File: config.mk
export PLATFORM = sky130hd
export DESIGN_NAME = pio_tx_fifo
export DESIGN_NICKNAME = d
export VERILOG_FILES = /design/src/rtl/pio_tx_fifo.sv
export SDC_FILE = /design/constraint.sdc
export NUM_CORES = 1
export LEC_CHECK = 0
export ABC_AREA = 0
export CAP_MARGIN = 20
export CORE_ASPECT_RATIO = 1.1
export CORE_MARGIN = 5
export CORE_UTILIZATION = 48
export CTS_CLUSTER_DIAMETER = 40
export DETAILED_ROUTE_END_ITERATION = 16
export GPL_ROUTABILITY_DRIVEN = 1
export HOLD_SLACK_MARGIN = 0.05
export PLACE_DENSITY = 0.86
export SKIP_CTS_REPAIR_TIMING = 1
export SLEW_MARGIN = 30
export SYNTH_ARGS = -nofsm -noshare
export SYNTH_HDL_FRONTEND = slang
export SYNTH_SLANG_ARGS = --single-unit
File: constraint.sdc
create_clock -name clk -period 2.25 [get_ports clk]
set_input_delay 0.3375 -clock clk [delete_from_list [all_inputs] [get_ports clk]]
set_output_delay 0.3375 -clock clk [all_outputs]
set_load 0.05 [all_outputs]
File: src/rtl/pio_tx_fifo.sv
// Transmit FIFO between the PIO register file (TXF writes) and the state
// machine OSR (PULL). Reports fill level, full/empty and sticky TXOVER/TXSTALL.
module pio_tx_fifo #(
  parameter int unsigned DEPTH = 4,
  parameter int unsigned WIDTH = 32
) (
  input  logic                     clk,
  input  logic                     reset,
  input  logic                     wr_en,
  input  logic [WIDTH-1:0]         wr_data,
  input  logic                     pull_req,
  input  logic                     pull_block,
  input  logic [WIDTH-1:0]         x_in,
  output logic                     pull_valid,
  output logic [WIDTH-1:0]         pull_data,
  output logic                     pull_stall,
  output logic [$clog2(DEPTH):0]   level,
  output logic                     full,
  output logic                     empty,
  output logic                     txover,
  output logic                     txstall,
  input  logic                     clr_over,
  input  logic                     clr_stall,
  input  logic                     fifo_clear
);

  localparam int unsigned PW = $clog2(DEPTH);
  localparam int unsigned CW = PW + 1;

  logic [WIDTH-1:0] mem_q [DEPTH];
  logic [WIDTH-1:0] mem_d [DEPTH];
  logic [PW-1:0]    rd_ptr_q, rd_ptr_d;
  logic [PW-1:0]    wr_ptr_q, wr_ptr_d;
  logic [CW-1:0]    count_q, count_d;
  logic             pull_valid_q, pull_valid_d;
  logic [WIDTH-1:0] pull_data_q, pull_data_d;
  logic             txover_q, txover_d;
  logic             txstall_q, txstall_d;

  logic             empty_w;
  logic             full_w;
  logic             do_pop;
  logic             do_push;
  logic             drop;

  assign empty_w = (count_q == CW'(0));
  assign full_w  = (count_q == CW'(DEPTH));

  // Pop, push and overflow decisions; a pop frees a slot for a same-cycle push
  always_comb begin
    do_pop  = pull_req & ~empty_w & ~fifo_clear;
    do_push = wr_en & (~full_w | do_pop) & ~fifo_clear;
    drop    = wr_en & full_w & ~do_pop & ~fifo_clear;
  end

  // Next-state for pointers, count, storage and pull output
  always_comb begin
    mem_d        = mem_q;
    rd_ptr_d     = rd_ptr_q;
    wr_ptr_d     = wr_ptr_q;
    count_d      = count_q;
    pull_valid_d = 1'b0;
    pull_data_d  = pull_data_q;

    if (fifo_clear) begin
      rd_ptr_d = '0;
      wr_ptr_d = '0;
      count_d  = '0;
    end else begin
      if (do_push) begin
        mem_d[wr_ptr_q] = wr_data;
        wr_ptr_d        = PW'(wr_ptr_q + PW'(1));
      end
      if (do_pop) begin
        rd_ptr_d     = PW'(rd_ptr_q + PW'(1));
        pull_valid_d = 1'b1;
        pull_data_d  = mem_q[rd_ptr_q];
      end else if (pull_req && !pull_block) begin
        pull_valid_d = 1'b1;
        pull_data_d  = x_in;
      end
      if (do_push && !do_pop) begin
        count_d = CW'(count_q + CW'(1));
      end else if (do_pop && !do_push) begin
        count_d = CW'(count_q - CW'(1));
      end
    end
  end

  // Sticky flags: set wins over write-1-to-clear
  always_comb begin
    txover_d  = txover_q;
    txstall_d = txstall_q;
    if (clr_over) txover_d = 1'b0;
    if (clr_stall) txstall_d = 1'b0;
    if (drop) txover_d = 1'b1;
    if (pull_stall && !fifo_clear) txstall_d = 1'b1;
  end

  // Control state register
  always_ff @(posedge clk or negedge reset) begin
    if (!reset) begin
      rd_ptr_q     <= '0;
      wr_ptr_q     <= '0;
      count_q      <= '0;
      pull_valid_q <= 1'b0;
      pull_data_q  <= '0;
      txover_q     <= 1'b0;
      txstall_q    <= 1'b0;
    end else begin
      rd_ptr_q     <= rd_ptr_d;
      wr_ptr_q     <= wr_ptr_d;
      count_q      <= count_d;
      pull_valid_q <= pull_valid_d;
      pull_data_q  <= pull_data_d;
      txover_q     <= txover_d;
      txstall_q    <= txstall_d;
    end
  end

  // Storage array; contents are never read before being written
  always_ff @(posedge clk) begin
    mem_q <= mem_d;
  end

  assign pull_stall = pull_req & pull_block & empty_w;
  assign pull_valid = pull_valid_q;
  assign pull_data  = pull_data_q;
  assign level      = count_q;
  assign full       = full_w;
  assign empty      = empty_w;
  assign txover     = txover_q;
  assign txstall    = txstall_q;

endmodule
==> impl_metrics.tcl <==
set metrics [dict create \
    status "finished with violations" \
    violations "setup timing" \
    final_max_slew_viol_count 0 \
    io_pins 113 \
    yosys_warnings 0 \
    r2r-start "level[1]" \
    wl_um 14700 \
    grt_pass1_vias 4339 \
    crit_required_ns 2.55 \
    syn_area_per_cell_um2 16.3 \
    syn_to_final_growth_pct 31.8 \
    ys_types 38 \
    cp-start-kind "flip-flop" \
    setup-violations-final 1 \
    avgViaCountPerCell 5.28 \
    clk_pin_slew_ns 0.06 \
    hold_ws_ns 0.456 \
    syn_inst 418 \
    grt_usage_pct 18.8 \
    fillerInstances 993 \
    antenna_found_initial 0 \
    ys.flop_type "edfxtp_1" \
    fin_crit_ns 2.29 \
    htree_levels 4 \
    vdd_drop_max_mv 0.816 \
    maxSlewHeadroom_pct 61.7 \
    synth_area_leader_cell "edfxtp_1" \
    skew_ns 0.00754 \
    drtAntennaViolNets 0 \
    cts_buffers 17 \
    routed-wl-met3_um 1080 \
    cts_tree "yes" \
    diodes 0 \
    cap_violations 0 \
    worstPathMaxFanout 2 \
    grt_max_degree 41 \
    drive_gt1_share_pct 22.3 \
    p_per_area_nw_per_um2 1220 \
    dp_cells 724 \
    stdcell_count 758 \
    wl_met2_um 7770 \
    synth_edf_count 128 \
    synth_seq_area_share_pct 71.7 \
    portBuffers 112 \
    finalHoldViolCount 0 \
    root_buffer "clkbuf_16" \
    drtIter0Drc 285 \
    fp.dieW_um 124 \
    power.total_uw 10900 \
    endpoint_kind "flip-flop" \
    die_y_um 135 \
    syn_nets 495 \
    min_path_type "in2async" \
    grt_setup_unrepaired "yes" \
    dp_hpwl_um 9820 \
    r2r_setup_slack_ns -0.04 \
    nets 634 \
    first_pass_iters 5 \
    dp_slack_ns -0.451 \
    start_util_pct 49.1 \
    min_period_over_period_pct 102 \
    num_rows 45 \
    reg2reg_depth 7 \
    synth_area_leaders "edfxtp_1, dfrtp_1, mux4_2" \
    synth_top_area_share_pct 56.3 \
    via_count 4002 \
    core_um2 13900 \
    syn_area_um2 6830 \
    setup_ws_ns -0.0355 \
    clk-insertion-delay-late_ns 0.42 \
    reg2reg_to "level[2]" \
    timing_worst_setup_path_type "reg2reg" \
    seq_area_um2 4900 \
    clock_sinks 170 \
    max_clock_freq_mhz 438 \
    dieArea_um2 16700 \
    gp_congestion 0.752 \
    ys_seq_elements 170 \
    top_layer "met4" \
    drc_errors 0 \
    async_flop_share_pct 24.7 \
    leakagePower_uw 0.00316 \
    wire_per_inst_um 19.3 \
    grt_pass1_wl_um 23100 \
    tightest_slew_ns 0.575 \
    final_util_pct 64.7 \
    cts_buffer_depth 2 \
    arrival_ns 2.59 \
    gr-total-overflow 0 \
    multi_input_area_um2 1790 \
    wl_met1_um 5600 \
]
routing by layer:
layer	GRT usage [%]	vias to the layer above
met5	0	-
met4	7.14	0
met3	4.44	14
met2	31.9	152
met1	23.3	1983
li1	-	1853
power by group:
group	leakage, µW	internal [µW]	switching [µW]	total [µW]
Clock	0.000282	1680	1110	2790
Combinational	0.00124	1640	2440	4090
Sequential	0.00164	3830	237	4070
stage by stage:
step	setup TNS, ns	cell area (µm²)
after floorplan	-0.204	6850
after global routing	-0.146	9000
after global placement	-1.44	8390
after detailed placement	-3.57	8390
final	-0.0355	9000
after CTS	-0.139	8970
cells in the mapped netlist, types with 4 or more instances:
master	n
dfrtp_1	42
buf_2	10
a31oi_2	10
edfxtp_1	128
a31oi_1	22
ha_1	4
mux4_2	32
and2_1	6
clkbuf_1	4
inv_1	8
nor2_1	41
buf_6	6
nand2_1	67
flip-flops by register name, summed over array words and instances, names as in the netlist:
signal / flops
wr_ptr_q: 2
mem_q: 128
txover: 1
pull_data: 32
pull_valid: 1
txstall: 1
rd_ptr_q: 2
level: 3
placed cells by master, fill, tap and decap left out, types with 3 or more instances in the layout:
cell type,n
a31oi_1,22
mux4_2,32
buf_12,9
ha_1,4
clkbuf_16,17
nor2_1,40
edfxtp_1,128
a31oi_2,10
a21oi_1,3
clkbuf_8,5
clkdlybuf4s50_1,108
clkbuf_1,5
xor2_1,3
dfrtp_1,37
and2_2,4
nand2_1,67
buf_4,25
inv_1,8
dfrtp_2,5
final cells by class:
type | instances | area share (%)
inverter | 9 | 0.431
timing repair buffer | 144 | 16.3
sequential | 170 | 54.5
multi-input combinational | 215 | 19.9
tap | 188 | 2.61
clock inverter | 5 | 0.681
clock buffer | 27 | 5.70
how the worst max path moves through the flow:
stage          startpoint         end  slack, ns
2_1_floorplan    level[0]    level[2]      -0.17
3_3_place_gp     pull_req    level[2]      -0.41
3_5_place_dp     pull_req    level[2]      -0.45
4_1_cts          level[1]  pull_stall       -0.1
5_1_grt          level[1]    level[2]      -0.11
6_report         level[1]    level[2]      -0.04
kinds of logic after synthesis:
family / synth area share, %
fa+ha+maj: 1.03
flops: 71.7
compound gates: 5.08
xor+xnor: 0.513
buf+inv: 2.82
simple gates: 7.99
mux: 10.9
worst max-delay path: stages (launching register included):
cell,delay [ns]
dfrtp_2,0.41
or4b_4,0.53
nor2b_4,0.15
and2_4,0.14
fa_2,0.34
or3b_4,0.39
a31oi_1,0.14
a21oi_1,0.08
No activity file was read; power rests on OpenSTA's default activity.
